### config.mk
export PLATFORM = sky130hd
export DESIGN_NAME = alu_issue_stage_flat
export DESIGN_NICKNAME = d
export VERILOG_FILES = /design/src/rtl/alu_issue_stage_if.sv /design/src/rtl/alu_issue_stage.sv /design/src/flat_wrapper.sv
export SDC_FILE = /design/constraint.sdc
export NUM_CORES = 1
export LEC_CHECK = 0
export ABC_AREA = 1
export ABC_CLOCK_PERIOD_IN_PS = 3050
export CORE_MARGIN = 2
export CORE_UTILIZATION = 49
export CTS_BUF_LIST = sky130_fd_sc_hd__clkbuf_8
export CTS_CLUSTER_DIAMETER = 40
export CTS_CLUSTER_SIZE = 25
export DETAILED_ROUTE_END_ITERATION = 8
export GPL_ROUTABILITY_DRIVEN = 0
export PLACE_DENSITY_LB_ADDON = 0.15
export SLEW_MARGIN = 25
export SYNTH_ARGS = -nofsm -noshare
export SYNTH_HDL_FRONTEND = slang
export SYNTH_SLANG_ARGS = --single-unit
### constraint.sdc
create_clock -name clk -period 3.05 [get_ports clk]
set_clock_uncertainty 0.05 [all_clocks]
set_input_delay 0.61 -clock clk [delete_from_list [all_inputs] [get_ports clk]]
set_output_delay 0.61 -clock clk [all_outputs]
set_load 0.02 [all_outputs]
### src/rtl/alu_issue_stage_if.sv
// ID->EX handshake bundle for the ALU issue stage: instruction and operands in,
// decoded ALU select and operands out, with valid/ready flow control on both sides.
interface alu_issue_stage_if #(
    parameter int XLEN = 32
);
    logic            id_valid;
    logic            id_ready;
    logic [31:0]     id_instr;
    logic [XLEN-1:0] id_rs_val;
    logic [XLEN-1:0] id_rt_val;
    logic            flush;
    logic            ex_ready;
    logic            ex_valid;
    logic [11:0]     ex_alu_f;
    logic [XLEN-1:0] ex_alu_a;
    logic [XLEN-1:0] ex_alu_b;
    logic            ex_br_neg;
    logic            ex_illegal;

    // Master is the surrounding pipeline (ID producer plus EX consumer).
    modport master (
        output id_valid, id_instr, id_rs_val, id_rt_val, flush, ex_ready,
        input  id_ready, ex_valid, ex_alu_f, ex_alu_a, ex_alu_b, ex_br_neg, ex_illegal
    );

    modport slave (
        input  id_valid, id_instr, id_rs_val, id_rt_val, flush, ex_ready,
        output id_ready, ex_valid, ex_alu_f, ex_alu_a, ex_alu_b, ex_br_neg, ex_illegal
    );
endinterface

### src/rtl/alu_issue_stage.sv
// ID->EX stage: decodes MIPS-I integer instructions into a one-hot ALU select plus
// operands a/b and registers them behind a valid/ready handshake with flush.
module alu_issue_stage #(
    parameter int XLEN      = 32,
    parameter int LUI_SHIFT = 16
) (
    input  logic              clk,
    input  logic              rst,
    alu_issue_stage_if.slave  bus
);
    localparam logic [11:0] F_ADD  = 12'h001;
    localparam logic [11:0] F_SUB  = 12'h002;
    localparam logic [11:0] F_SLT  = 12'h004;
    localparam logic [11:0] F_SLTU = 12'h008;
    localparam logic [11:0] F_AND  = 12'h010;
    localparam logic [11:0] F_OR   = 12'h020;
    localparam logic [11:0] F_NOR  = 12'h040;
    localparam logic [11:0] F_XOR  = 12'h080;
    localparam logic [11:0] F_SLL  = 12'h100;
    localparam logic [11:0] F_SRL  = 12'h200;
    localparam logic [11:0] F_SRA  = 12'h400;
    localparam logic [11:0] F_EQ   = 12'h800;

    logic [5:0]      op;
    logic [5:0]      funct;
    logic [4:0]      shamt;
    logic [15:0]     imm;
    logic [XLEN-1:0] rs_val;
    logic [XLEN-1:0] rt_val;
    logic [XLEN-1:0] sx;
    logic [XLEN-1:0] zx;
    logic [XLEN-1:0] shamt_zx;

    assign op       = bus.id_instr[31:26];
    assign funct    = bus.id_instr[5:0];
    assign shamt    = bus.id_instr[10:6];
    assign imm      = bus.id_instr[15:0];
    assign rs_val   = bus.id_rs_val;
    assign rt_val   = bus.id_rt_val;
    assign sx       = {{(XLEN-16){imm[15]}}, imm};
    assign zx       = {{(XLEN-16){1'b0}}, imm};
    assign shamt_zx = {{(XLEN-5){1'b0}}, shamt};

    logic [11:0]     dec_f;
    logic [XLEN-1:0] dec_a;
    logic [XLEN-1:0] dec_b;
    logic            dec_br_neg;
    logic            dec_illegal;

    always_comb begin
        // NOTE: every decode output is defaulted before the case so no path can infer a latch.
        dec_f       = '0;
        dec_a       = '0;
        dec_b       = '0;
        dec_br_neg  = 1'b0;
        dec_illegal = 1'b0;
        case (op)
            6'h00: begin
                case (funct)
                    6'h20, 6'h21: begin dec_f = F_ADD;  dec_a = rs_val; dec_b = rt_val; end
                    6'h22, 6'h23: begin dec_f = F_SUB;  dec_a = rs_val; dec_b = rt_val; end
                    6'h2A:        begin dec_f = F_SLT;  dec_a = rs_val; dec_b = rt_val; end
                    6'h2B:        begin dec_f = F_SLTU; dec_a = rs_val; dec_b = rt_val; end
                    6'h24:        begin dec_f = F_AND;  dec_a = rs_val; dec_b = rt_val; end
                    6'h25:        begin dec_f = F_OR;   dec_a = rs_val; dec_b = rt_val; end
                    6'h27:        begin dec_f = F_NOR;  dec_a = rs_val; dec_b = rt_val; end
                    6'h26:        begin dec_f = F_XOR;  dec_a = rs_val; dec_b = rt_val; end
                    // Shifts take the value from rt; amount is shamt or rs (variable form).
                    6'h00:        begin dec_f = F_SLL;  dec_a = rt_val; dec_b = shamt_zx; end
                    6'h02:        begin dec_f = F_SRL;  dec_a = rt_val; dec_b = shamt_zx; end
                    6'h03:        begin dec_f = F_SRA;  dec_a = rt_val; dec_b = shamt_zx; end
                    6'h04:        begin dec_f = F_SLL;  dec_a = rt_val; dec_b = rs_val;   end
                    6'h06:        begin dec_f = F_SRL;  dec_a = rt_val; dec_b = rs_val;   end
                    6'h07:        begin dec_f = F_SRA;  dec_a = rt_val; dec_b = rs_val;   end
                    default:      dec_illegal = 1'b1;
                endcase
            end
            6'h08, 6'h09: begin dec_f = F_ADD;  dec_a = rs_val; dec_b = sx; end
            6'h0A:        begin dec_f = F_SLT;  dec_a = rs_val; dec_b = sx; end
            6'h0B:        begin dec_f = F_SLTU; dec_a = rs_val; dec_b = sx; end
            6'h0C:        begin dec_f = F_AND;  dec_a = rs_val; dec_b = zx; end
            6'h0D:        begin dec_f = F_OR;   dec_a = rs_val; dec_b = zx; end
            6'h0E:        begin dec_f = F_XOR;  dec_a = rs_val; dec_b = zx; end
            6'h0F:        begin dec_f = F_SLL;  dec_a = zx;     dec_b = XLEN'(LUI_SHIFT); end
            6'h23, 6'h2B: begin dec_f = F_ADD;  dec_a = rs_val; dec_b = sx; end
            6'h04:        begin dec_f = F_EQ;   dec_a = rs_val; dec_b = rt_val; end
            6'h05:        begin dec_f = F_EQ;   dec_a = rs_val; dec_b = rt_val; dec_br_neg = 1'b1; end
            default:      dec_illegal = 1'b1;
        endcase
    end

    logic            valid_q;
    logic [11:0]     f_q;
    logic [XLEN-1:0] a_q;
    logic [XLEN-1:0] b_q;
    logic            br_neg_q;
    logic            illegal_q;
    logic            accept;

    assign bus.id_ready = ~bus.flush & (~valid_q | bus.ex_ready);
    assign accept       = bus.id_valid & bus.id_ready;

    // Flush kills the held instruction but leaves a/b as they were; with f=0 they are don't-care.
    always_ff @(posedge clk) begin
        // NOTE: sequential state uses non-blocking assignments so every register samples pre-edge values.
        if (rst) begin
            valid_q   <= 1'b0;
            f_q       <= '0;
            a_q       <= '0;
            b_q       <= '0;
            br_neg_q  <= 1'b0;
            illegal_q <= 1'b0;
        end else if (bus.flush) begin
            valid_q   <= 1'b0;
            f_q       <= '0;
            br_neg_q  <= 1'b0;
            illegal_q <= 1'b0;
        end else if (accept) begin
            valid_q   <= 1'b1;
            f_q       <= dec_f;
            a_q       <= dec_a;
            b_q       <= dec_b;
            br_neg_q  <= dec_br_neg;
            illegal_q <= dec_illegal;
        end else if (bus.ex_ready) begin
            valid_q   <= 1'b0;
        end
    end

    assign bus.ex_valid   = valid_q;
    assign bus.ex_alu_f   = f_q;
    assign bus.ex_alu_a   = a_q;
    assign bus.ex_alu_b   = b_q;
    assign bus.ex_br_neg  = br_neg_q;
    assign bus.ex_illegal = illegal_q;
endmodule

### src/flat_wrapper.sv
// flat-port wrapper written by rule: the top's interface ports become plain ports
module alu_issue_stage_flat 
#(
    parameter int XLEN      = 32,
    parameter int LUI_SHIFT = 16
)
  (clk, rst, bus_id_valid, bus_id_instr, bus_id_rs_val, bus_id_rt_val, bus_flush, bus_ex_ready, bus_id_ready, bus_ex_valid, bus_ex_alu_f, bus_ex_alu_a, bus_ex_alu_b, bus_ex_br_neg, bus_ex_illegal);
  alu_issue_stage_if #(.XLEN(XLEN)) bus_i ();
  input  logic clk;
  input  logic rst;
  input wire logic [$bits(bus_i.id_valid)-1:0] bus_id_valid;
  input wire logic [$bits(bus_i.id_instr)-1:0] bus_id_instr;
  input wire logic [$bits(bus_i.id_rs_val)-1:0] bus_id_rs_val;
  input wire logic [$bits(bus_i.id_rt_val)-1:0] bus_id_rt_val;
  input wire logic [$bits(bus_i.flush)-1:0] bus_flush;
  input wire logic [$bits(bus_i.ex_ready)-1:0] bus_ex_ready;
  output wire logic [$bits(bus_i.id_ready)-1:0] bus_id_ready;
  output wire logic [$bits(bus_i.ex_valid)-1:0] bus_ex_valid;
  output wire logic [$bits(bus_i.ex_alu_f)-1:0] bus_ex_alu_f;
  output wire logic [$bits(bus_i.ex_alu_a)-1:0] bus_ex_alu_a;
  output wire logic [$bits(bus_i.ex_alu_b)-1:0] bus_ex_alu_b;
  output wire logic [$bits(bus_i.ex_br_neg)-1:0] bus_ex_br_neg;
  output wire logic [$bits(bus_i.ex_illegal)-1:0] bus_ex_illegal;
  assign bus_i.id_valid = bus_id_valid;
  assign bus_i.id_instr = bus_id_instr;
  assign bus_i.id_rs_val = bus_id_rs_val;
  assign bus_i.id_rt_val = bus_id_rt_val;
  assign bus_i.flush = bus_flush;
  assign bus_i.ex_ready = bus_ex_ready;
  assign bus_id_ready = bus_i.id_ready;
  assign bus_ex_valid = bus_i.ex_valid;
  assign bus_ex_alu_f = bus_i.ex_alu_f;
  assign bus_ex_alu_a = bus_i.ex_alu_a;
  assign bus_ex_alu_b = bus_i.ex_alu_b;
  assign bus_ex_br_neg = bus_i.ex_br_neg;
  assign bus_ex_illegal = bus_i.ex_illegal;
  alu_issue_stage #(.XLEN(XLEN), .LUI_SHIFT(LUI_SHIFT)) u_core (.clk(clk), .rst(rst), .bus(bus_i));
endmodule
==> results of run 1 <==
==> synthesized netlist by cell type, types with 5 or more instances <==
library cell  count  share of area, %
a22oi_1          10               1.7
clkbuf_1         20               1.7
nand2_1         370                31
a31oi_1           7              0.97
buf_1             5              0.41
nand4_1           5              0.69
nand3_1          65               7.2
buf_2            14               1.5
o21ai_0          17               1.9
buf_4             5              0.83
dfxtp_1          79                35
inv_1            29               2.4
inv_2             6              0.50
a21oi_1          77               8.5
nor2_1           18               1.5
==> kinds of logic (layout without fill, tap and decap cells) <==
| family | after synthesis | after routing | synth area share, % |
|---|---|---|---|
| flip-flops | 79 | 79 | 34.91 |
| AND/OR/NAND/NOR | 471 | 471 | 42.83 |
| buffers and inverters | 82 | 233 | 8.092 |
| AO/OA/AOI/OAI | 119 | 119 | 14.17 |
==> power groups by stage <==
| stage | clock network (mW) | logic (mW) | registers (mW) |
|---|---|---|---|
| after floorplan | 0 | 0.169 | 1.10 |
| after global placement | 0 | 0.415 | 1.08 |
| after detailed placement | 0 | 0.421 | 1.08 |
| after CTS | 0.786 | 0.424 | 1.06 |
| after global routing | 0.831 | 0.461 | 1.06 |
| final | 0.778 | 0.429 | 1.06 |
==> layer usage <==
layer  wire length [um]  vias to the layer above  track usage (%)
met5                  0                        -                0
met1               6201                     2531            38.06
met4                480                        0            15.28
met3               1601                       48            5.432
met2               7224                      333            51.01
li1                   -                     2703                -
==> metrics by stage <==
stage               instances  cell area, um2
global route             1013            6457
finish                   1013            6457
detailed placement        999            6272
global placement          999            6272
CTS                      1013            6457
floorplan                 751            4531
==> layout by cell type (no fill, tap or decap), types with 10 or more instances in the layout <==
master	instances
a21oi_1	77
a22oi_1	10
buf_4	12
clkbuf_8	10
clkdlybuf4s50_1	169
dfxtp_1	79
inv_1	29
nand2_1	369
nand3_1	65
nor2_1	17
o21ai_0	17
==> tightest hold or removal path, stage by stage, from the launching register on <==
cell and delay [ns]:
dfxtp_1 0.31, nand2_1 0.06, a21oi_1 0.05
==> flip-flops by register name, indices dropped and copies added (netlist names) <==
name,flops
u_core.bus.ex_alu_b,32
u_core.bus.ex_alu_a,32
u_core.bus.ex_illegal,1
u_core.bus.ex_alu_f,12
u_core.bus.ex_valid,1
u_core.bus.ex_br_neg,1
==> final cells by class <==
class,instances,area share (%)
clock buffer,10,2.131
clock inverter,4,0.7363
inverter,35,2.034
multi-input combinational,590,40.17
sequential,79,24.49
tap,111,2.151
timing repair buffer,184,28.29
==> how the worst max path moves through the flow <==
stage / start / to / slack [ns] / depth (start not counted)
6_report: bus_ex_ready / bus_id_ready / 0.40 / 6
5_1_grt: bus_ex_ready / bus_id_ready / 0.35 / 6
4_1_cts: bus_ex_ready / bus_id_ready / 0.37 / 6
3_5_place_dp: bus_id_instr[3] / u_core.bus.ex_alu_a[18] / 0.31 / 11
3_3_place_gp: bus_id_instr[3] / u_core.bus.ex_alu_a[8] / 0.39 / 11
2_1_floorplan: bus_ex_ready / u_core.bus.ex_alu_f[2] / 1.08 / 10
==> impl_metrics.env, run 1 <==
export IMPL_synth_cell_types=30
export IMPL_hpwl_um=10780
export IMPL_antenna_found_initial=0
export IMPL_die_area_um2=10030
export IMPL_relSlewSlack_pct=59.21
export IMPL_core_um2=9109
export IMPL_setup_viol=0
export IMPL_io_buffers=170
export IMPL_synth_edf_count=0
export IMPL_yosysSeqAreaShare_pct=34.91
export IMPL_synth_seq_cells=79
export IMPL_clock_fmax_mhz=376.7
export IMPL_clock_sinks=79
export IMPL_crit_type="in2out"
export IMPL_drt_iter0_drc=371
export IMPL_worst_path_buf_inv=4
export IMPL_slew_violations=0
export IMPL_slowest_delay_ns=0.63
export IMPL_synthArstFlopShare_pct=0
export IMPL_syn_inst=751
export IMPL_nets=1000
export IMPL_fin_total_pwr_mw=2.266
export IMPL_worstMarginPinSlew_ns=0.6104
export IMPL_ctsHoldBuffers=0
export IMPL_gr_total_overflow=0
export IMPL_vdd_ir_drop_max_mv=0.2182
export IMPL_synth_nets=852
export IMPL_required_ns=2.39
export IMPL_r2r_start="u_core.bus.ex_valid"
export IMPL_swShare_pct=28.16
export IMPL_report_final_hold_viol_count=0
export IMPL_grt_max_degree=45
export IMPL_min_period_over_period_pct=87.04
export IMPL_multi_input_area_um2=2594
export IMPL_r2r_cells=8
export IMPL_post_cts_resized=0
export IMPL_drive_gt1_share_pct=5.432
export IMPL_r2r_setup_slack_ns=1.17
export IMPL_crit_fanout=2
export IMPL_status="completed"
export IMPL_syn_avg_cell_area_um2=6.033
export IMPL_p_seq_share_pct=46.7
export IMPL_postCtsSetupBuffers=0
export IMPL_p_per_area_nw_per_um2=350.9
export IMPL_crit_path_end_kind="primary output"
export IMPL_syn_area_um2=4531
export IMPL_p_clk_share_pct=34.3
export IMPL_grt_pass1_vias=5457
export IMPL_rsz0062_at_grt="false"
export IMPL_cap_viol_max_count=0
export IMPL_die_h_um=100.2
export IMPL_vias_per_cell=5.543
export IMPL_timing_rr_end="u_core.bus.ex_alu_a[18]"
export IMPL_ys_flop_type="dfxtp_1"
export IMPL_cp_cell_sequence="clkdlybuf4s50_1 -> inv_1 -> nand2_1 -> inv_1 -> nor2_1 -> clkdlybuf4s50_1"
export IMPL_ys_warn_count=0
export IMPL_grt_usage_pct=30.61
export IMPL_cts_buffers=9
export IMPL_wl_per_cell_um=15.31
export IMPL_fin_util_pct=70.89
export IMPL_switchingPower_uw=638.1
export IMPL_hold_ws_ns=0.4157
export IMPL_timing_setup_tns_ns=0
export IMPL_rows=35
export IMPL_worst_slack_ns=0.3952
export IMPL_clockBufferDepth=2
export IMPL_hp_class="reg2reg"
export IMPL_wl_um=15510
export IMPL_areaGrowthSynthToFinish_pct=42.53
export IMPL_nFillCells=781
export IMPL_hold_start="u_core.bus.ex_alu_b[17]"
export IMPL_worstPathArrival_ns=1.99
export IMPL_crit_path_start_kind="input port"
export IMPL_hold_end="u_core.bus.ex_alu_b[17]"
export IMPL_cpLargestDelayFamily="buffers and inverters"
export IMPL_die_x_um=100.2
export IMPL_first_pass_iters=7
export IMPL_cts_tree="done"
export IMPL_whs_path_depth=2
export IMPL_diodes=0
export IMPL_clock_latency_ns=0.35
export IMPL_ios=181
export IMPL_p_int_mw=1.628
export IMPL_htree_num_levels=3
export IMPL_power_leakage_nw=2.617
export IMPL_regArea_um2=1582
export IMPL_min_period_ns=2.655
export IMPL_comb_power_share_pct=18.9
export IMPL_path_clk_slew_ns=0.08
export IMPL_root_buffer="clkbuf_8"
export IMPL_post_route_drc_count=0
export IMPL_start_util_pct=49.74
export IMPL_antenna_left=0
export IMPL_grt_pass1_wl_um=24870
export IMPL_vias=5615
export IMPL_dp_worst_setup_slack_ns=0.3094
export IMPL_worst_path_max_delay_cell="clkdlybuf4s50_1"
(Power assumes the default switching activity.)
==> run 2, diff against run 1 <==
--- a/config.mk
+++ b/config.mk
@@ -9,3 +9,2 @@
 export ABC_CLOCK_PERIOD_IN_PS = 3050
-export CORE_MARGIN = 2
 export CORE_UTILIZATION = 49
--- a/constraint.sdc
+++ b/constraint.sdc
@@ -4,2 +4,2 @@
 set_output_delay 0.61 -clock clk [all_outputs]
-set_load 0.02 [all_outputs]
+set_load 0.05 [all_outputs]
==> run 2 against run 1 <==
  * The flow now finishes with violations (design-rule violations)
  * Die area shrank 4.0%
  * Sequential share of layout area decreased by 0.052 points
  * Core utilization increased by 2.2 points
  * Sequential power hardly changed
  * Final cell count fell by 0.20%
  * First-iteration DRC count increased by 49%
  * Non-clock buffer count down 1
  * Global-route usage is 1.5 points higher
  * Worst setup slack improved by 0.22 ns
  * Routed wire length down 0.64%
  * Critical path depth grew 5
  * Critical path type is now in2reg
  * Largest power group unchanged
  * Highest routed layer unchanged
==> impl_metrics.env, run 2 (synthesis gave the netlist of run 1 again) <==
export IMPL_drive_gt1_share_pct=5.537
export IMPL_globalRouteMet1Util_pct=40.65
export IMPL_rows=34
export IMPL_root_buffer="clkbuf_8"
export IMPL_power_leakage_nw=2.624
export IMPL_p_per_area_nw_per_um2=369.4
export IMPL_vias=5649
export IMPL_hold_start="u_core.bus.ex_alu_a[23]"
export IMPL_worst_path_buf_inv=2
export IMPL_nFillCells=767
export IMPL_layout_commonest_cell="nand2_1"
export IMPL_wl_per_cell_um=15.24
export IMPL_relSlewSlack_pct=58.90
export IMPL_crit_path_start_kind="input port"
export IMPL_first_pass_iters=8
export IMPL_ctsHoldBuffers=0
export IMPL_drt_iter0_drc=553
export IMPL_core_um2=8848
export IMPL_die_area_um2=9634
export IMPL_clock_sinks=79
export IMPL_vdd_ir_drop_max_mv=0.2073
export IMPL_crit_path_end_kind="register"
export IMPL_met3_usage_pct=6.299
export IMPL_grt_usage_pct=32.10
export IMPL_grt_pass1_vias=5199
export IMPL_clockBufferDepth=2
export IMPL_min_period_over_period_pct=79.74
export IMPL_path_clk_slew_ns=0.09
export IMPL_final_cell_mix="369 x nand2_1, 168 x clkdlybuf4s50_1, 79 x dfxtp_1, 77 x a21oi_1, 65 x nand3_1"
export IMPL_cts_buffers=9
export IMPL_gr_total_overflow=0
export IMPL_antenna_left=0
export IMPL_areaGrowthSynthToFinish_pct=42.83
export IMPL_postCtsSetupBuffers=0
export IMPL_violations="design-rule violations"
export IMPL_nets=999
export IMPL_post_cts_resized=0
export IMPL_hpwl_um=10510
export IMPL_regArea_um2=1582
export IMPL_worstPathArrival_ns=2.66
export IMPL_diodes=0
export IMPL_cp_cell_sequence="clkdlybuf4s50_1 -> inv_2 -> nor2_4 -> nand3_2 -> nand2_4 -> nand2_2 -> nand3_4 -> nand2_1 -> nand2_1 -> nand2_1 -> a21oi_1"
export IMPL_die_x_um=98.16
export IMPL_fin_util_pct=73.13
export IMPL_r2r_start="u_core.bus.ex_valid"
export IMPL_grt_max_degree=57
export IMPL_required_ns=3.28
export IMPL_vias_per_cell=5.588
export IMPL_io_buffers=170
export IMPL_rsz0062_at_grt="false"
export IMPL_min_period_ns=2.432
export IMPL_ios=181
export IMPL_setup_viol=0
export IMPL_cp_common_cell="nand2_1"
export IMPL_crit_fanout=32
export IMPL_start_util_pct=51.20
export IMPL_clock_latency_ns=0.34
export IMPL_wl_um=15410
export IMPL_die_h_um=98.16
export IMPL_status="finished, violations left"
export IMPL_antenna_found_initial=0
export IMPL_grt_busiest_layer="met2"
export IMPL_crit_type="in2reg"
export IMPL_worstMarginPinSlew_ns=0.6151
export IMPL_htree_num_levels=3
export IMPL_cap_viol_max_count=0
export IMPL_use_met2_pct=53.68
export IMPL_clock_fmax_mhz=411.2
export IMPL_worst_path_max_delay_cell="clkdlybuf4s50_1"
export IMPL_report_final_hold_viol_count=0
export IMPL_cpLargestDelayFamily="simple AND/OR/NAND/NOR gates"
export IMPL_multi_input_area_um2=2594
export IMPL_grt_pass1_wl_um=25070
export IMPL_hp_class="reg2reg"
export IMPL_startpoint="bus_id_instr[3]"
export IMPL_cts_tree="done"
export IMPL_slew_violations=0
export IMPL_slowest_delay_ns=0.62
export IMPL_post_route_drc_count=12
export IMPL_timing_setup_tns_ns=0
[run 2: changes by cell type in the layout (fill, tap and decap cells not counted), sizes merged]
cell           delta
clkdlybuf4s50     -1
bufinv            +1
inv               +1
clkinvlp          +1
clkbuf            -1
[run 2: where the power goes]
part | total (mW) | switching, mW | internal (mW)
clock network | 0.861 | 0.405 | 0.456
logic | 0.470 | 0.283 | 0.188
registers | 1.06 | 0.00992 | 1.05
total | 2.39 | 0.698 | 1.69
[run 2: final cells by class]
cell class	count	share of cell area, %
Clock inverter	7	1.373
Tap cell	108	2.088
Multi-Input combinational cell	590	40.08
Clock buffer	9	1.914
Timing Repair Buffer	183	28.07
Inverter	35	2.030
Sequential cell	79	24.44
[run 2: worst paths after layout]
check	end	slack [ns]	depth (start not counted)
worst max-delay path	u_core.bus.ex_alu_a[17]	0.62	11
worst min-delay path	u_core.bus.ex_alu_a[23]	0.41	2
worst max register to register	u_core.bus.ex_alu_a[16]	1.22	8
worst min register to register	u_core.bus.ex_alu_a[23]	0.41	2
[run 2: per-layer routing]
layer	vias up	routed length (um)
met5	-	0
met4	0	401
met3	37	1802
met2	377	7159
met1	2533	6044
li1	2702	-
[run 2: metrics by stage]
| stage | power [mW] | std cells | hold WS, ns | worst slack [ns] | cell area (um2) |
|---|---|---|---|---|---|
| after detailed placement | 1.544 | 995 | 0.4044 | 0.3232 | 6259 |
| final | 2.390 | 1011 | 0.4145 | 0.6179 | 6471 |
| after global routing | 2.481 | 1011 | 0.4338 | 0.4827 | 6471 |
| after CTS | 2.390 | 1011 | 0.4163 | 0.6781 | 6471 |
| after floorplan | 1.316 | 751 | 0.6354 | 0.6216 | 4531 |
| after global placement | 1.537 | 995 | 0.4016 | 0.3758 | 6259 |
[run 2: worst register-to-register path, delay by kind of cell, from the launching register on]
family | cells | cell delay [ns]
buffers and inverters | 3 | 0.88
DFF | 1 | 0.34
and+or+nand+nor | 4 | 0.30
AOI/OAI and AO/OA | 1 | 0.18
==> run 3, diff against run 2 <==
- ABC_CLOCK_PERIOD_IN_PS: 3050 -> 2000
- CORE_UTILIZATION: 49 -> 41
- clock period: 3.05 -> 2 ns (I/O delays scaled with it)
==> run 3 against run 2 <==
  * The flow now finishes without violations
  * Die area up 19%
  * Final area grew 7.3%
  * Worst hold slack lost 0.028 ns
==> impl_metrics.env, run 3 (synthesis gave the netlist of run 1 again) <==
export IMPL_status="completed"
export IMPL_crit_path_start_kind="register"
export IMPL_layout_commonest_cell="nand2_1"
export IMPL_start_util_pct=41.98
export IMPL_setup_viol=0
export IMPL_postCtsSetupBuffers=0
export IMPL_gr_total_overflow=0
export IMPL_grt_pass1_wl_um=25260
export IMPL_worstPathArrival_ns=1.51
export IMPL_dp_cells=1074
export IMPL_hold_start="rst"
export IMPL_met3_usage_pct=5.167
export IMPL_htree_num_levels=3
export IMPL_cts_tree="done"
export IMPL_final_instance_count_excl_fill=1089
export IMPL_ctsHoldBuffers=0
export IMPL_vias_per_cell=5.243
export IMPL_slowest_delay_ns=0.82
export IMPL_ios=181
export IMPL_hpwl_um=11530
export IMPL_hp_class="in2reg"
export IMPL_grt_usage_pct=27.80
export IMPL_core_um2=10790
export IMPL_crit_fanout=2
export IMPL_p_per_area_nw_per_um2=523.4
export IMPL_nets=1046
export IMPL_first_pass_iters=5
export IMPL_antenna_found_initial=0
export IMPL_power_leakage_nw=3.223
export IMPL_worst_path_buf_inv=1
export IMPL_diodes=0
export IMPL_r2r_start="u_core.bus.ex_valid"
export IMPL_globalRouteMet1Util_pct=33.77
export IMPL_wl_um=15890
export IMPL_path_clk_slew_ns=0.08
export IMPL_rsz0062_at_grt="false"
export IMPL_wl_per_cell_um=14.59
export IMPL_cts_buffers=9
export IMPL_crit_type="reg2out"
export IMPL_rows=38
export IMPL_root_buffer="clkbuf_8"
export IMPL_relSlewSlack_pct=63.28
export IMPL_startpoint="u_core.bus.ex_alu_f[11]"
export IMPL_cp_cell_sequence="clkdlybuf4s50_1"
export IMPL_required_ns=1.55
export IMPL_final_cell_mix="369 x nand2_1, 140 x clkdlybuf4s50_1, 79 x dfxtp_1, 77 x a21oi_1, 65 x nand3_1"
export IMPL_fin_util_pct=64.31
export IMPL_slew_violations=0
export IMPL_worst_path_max_delay_cell="clkdlybuf4s50_1"
export IMPL_report_final_hold_viol_count=0
export IMPL_die_x_um=107.1
export IMPL_drive_gt1_share_pct=11.17
export IMPL_min_period_over_period_pct=98.06
export IMPL_clockBufferDepth=2
export IMPL_grt_pass1_vias=5309
export IMPL_areaGrowthSynthToFinish_pct=53.19
export IMPL_drt_iter0_drc=326
export IMPL_io_buffers=170
export IMPL_die_h_um=107.1
export IMPL_grt_max_degree=37
export IMPL_min_period_ns=1.961
export IMPL_crit_path_end_kind="primary output"
export IMPL_clock_fmax_mhz=509.9
export IMPL_clock_latency_ns=0.35
export IMPL_clock_sinks=79
export IMPL_grt_busiest_layer="met2"
export IMPL_die_area_um2=11470
export IMPL_vias=5710
export IMPL_use_met2_pct=48.34
export IMPL_worstMarginPinSlew_ns=0.5498
export IMPL_post_route_drc_count=0
export IMPL_cap_viol_max_count=0
export IMPL_cpLargestDelayFamily="buffers and inverters"
export IMPL_antenna_left=0
export IMPL_vdd_ir_drop_max_mv=0.3606
-- run 3: changes by cell type in the layout (fill, tap and decap cells not counted), sizes merged --
cell,before,now
buf,15,70
bufinv,2,1
clkinv,2,3
inv,36,35
clkinvlp,2,0
dlymetal6s2s,0,18
dlygate4sd2,0,2
clkbuf,9,11
clkdlybuf4s50,168,140
-- run 3: through the flow --
step	power (mW)	setup TNS, ns	worst slack, ns	hold slack [ns]	area [um2]
after CTS	3.632	0	0.002125	0.3755	6895
final	3.633	0	0.03873	0.3863	6940
after floorplan	2.009	0	0.1375	0.5105	4538
after detailed placement	2.428	-10.59	-0.2143	0.4058	6701
after global placement	2.419	-6.984	-0.1684	0.4020	6701
after global routing	3.790	0	0.0009933	0.3852	6940
-- run 3: metal layers --
layer,wire (um),vias up
met5,0,-
met4,314,0
met3,1212,34
met2,7867,263
met1,6499,2615
li1,-,2798
-- run 3: cell type report --
type                    count  area (um2)
inverters                  35       131.4
multi-input cells         590        2601
clock buffers              11       151.4
flip-flops and latches     79        1582
repair buffers            230        2255
fillers                  1024        3852
well taps                 140       175.2
clock inverters             4       45.04
-- run 3: worst reg2reg max path, delay by kind of cell, from the launching register on --
family	cells	cell delay (ns)
AO/OA/AOI/OAI	1	0.14
buffers and inverters	4	0.44
flip-flops	1	0.32
AND/OR/NAND/NOR	4	0.38
-- run 3: worst paths after layout --
kind                                                 to  slack [ns]  cells past startpoint
worst max register to register   u_core.bus.ex_alu_b[4]        0.57                      9
worst min-delay path            u_core.bus.ex_alu_b[19]        0.39                      2
worst max-delay path                   bus_ex_alu_f[11]        0.04                      1
worst min register to register  u_core.bus.ex_alu_b[11]        0.42                      2
-- run 3: repair_timing --
| action | 4_1_cts | 5_1_grt |
|---|---|---|
| pin swaps | 0 | 0 |
| gates resized for setup | 2 | 18 |
| setup endpoints to repair | 2 | 18 |
-- run 3: report_power, final --
part | internal (mW) | switching [mW]
logic | 0.342 | 0.442
registers | 1.60 | 0.0155
clock network | 0.632 | 0.602
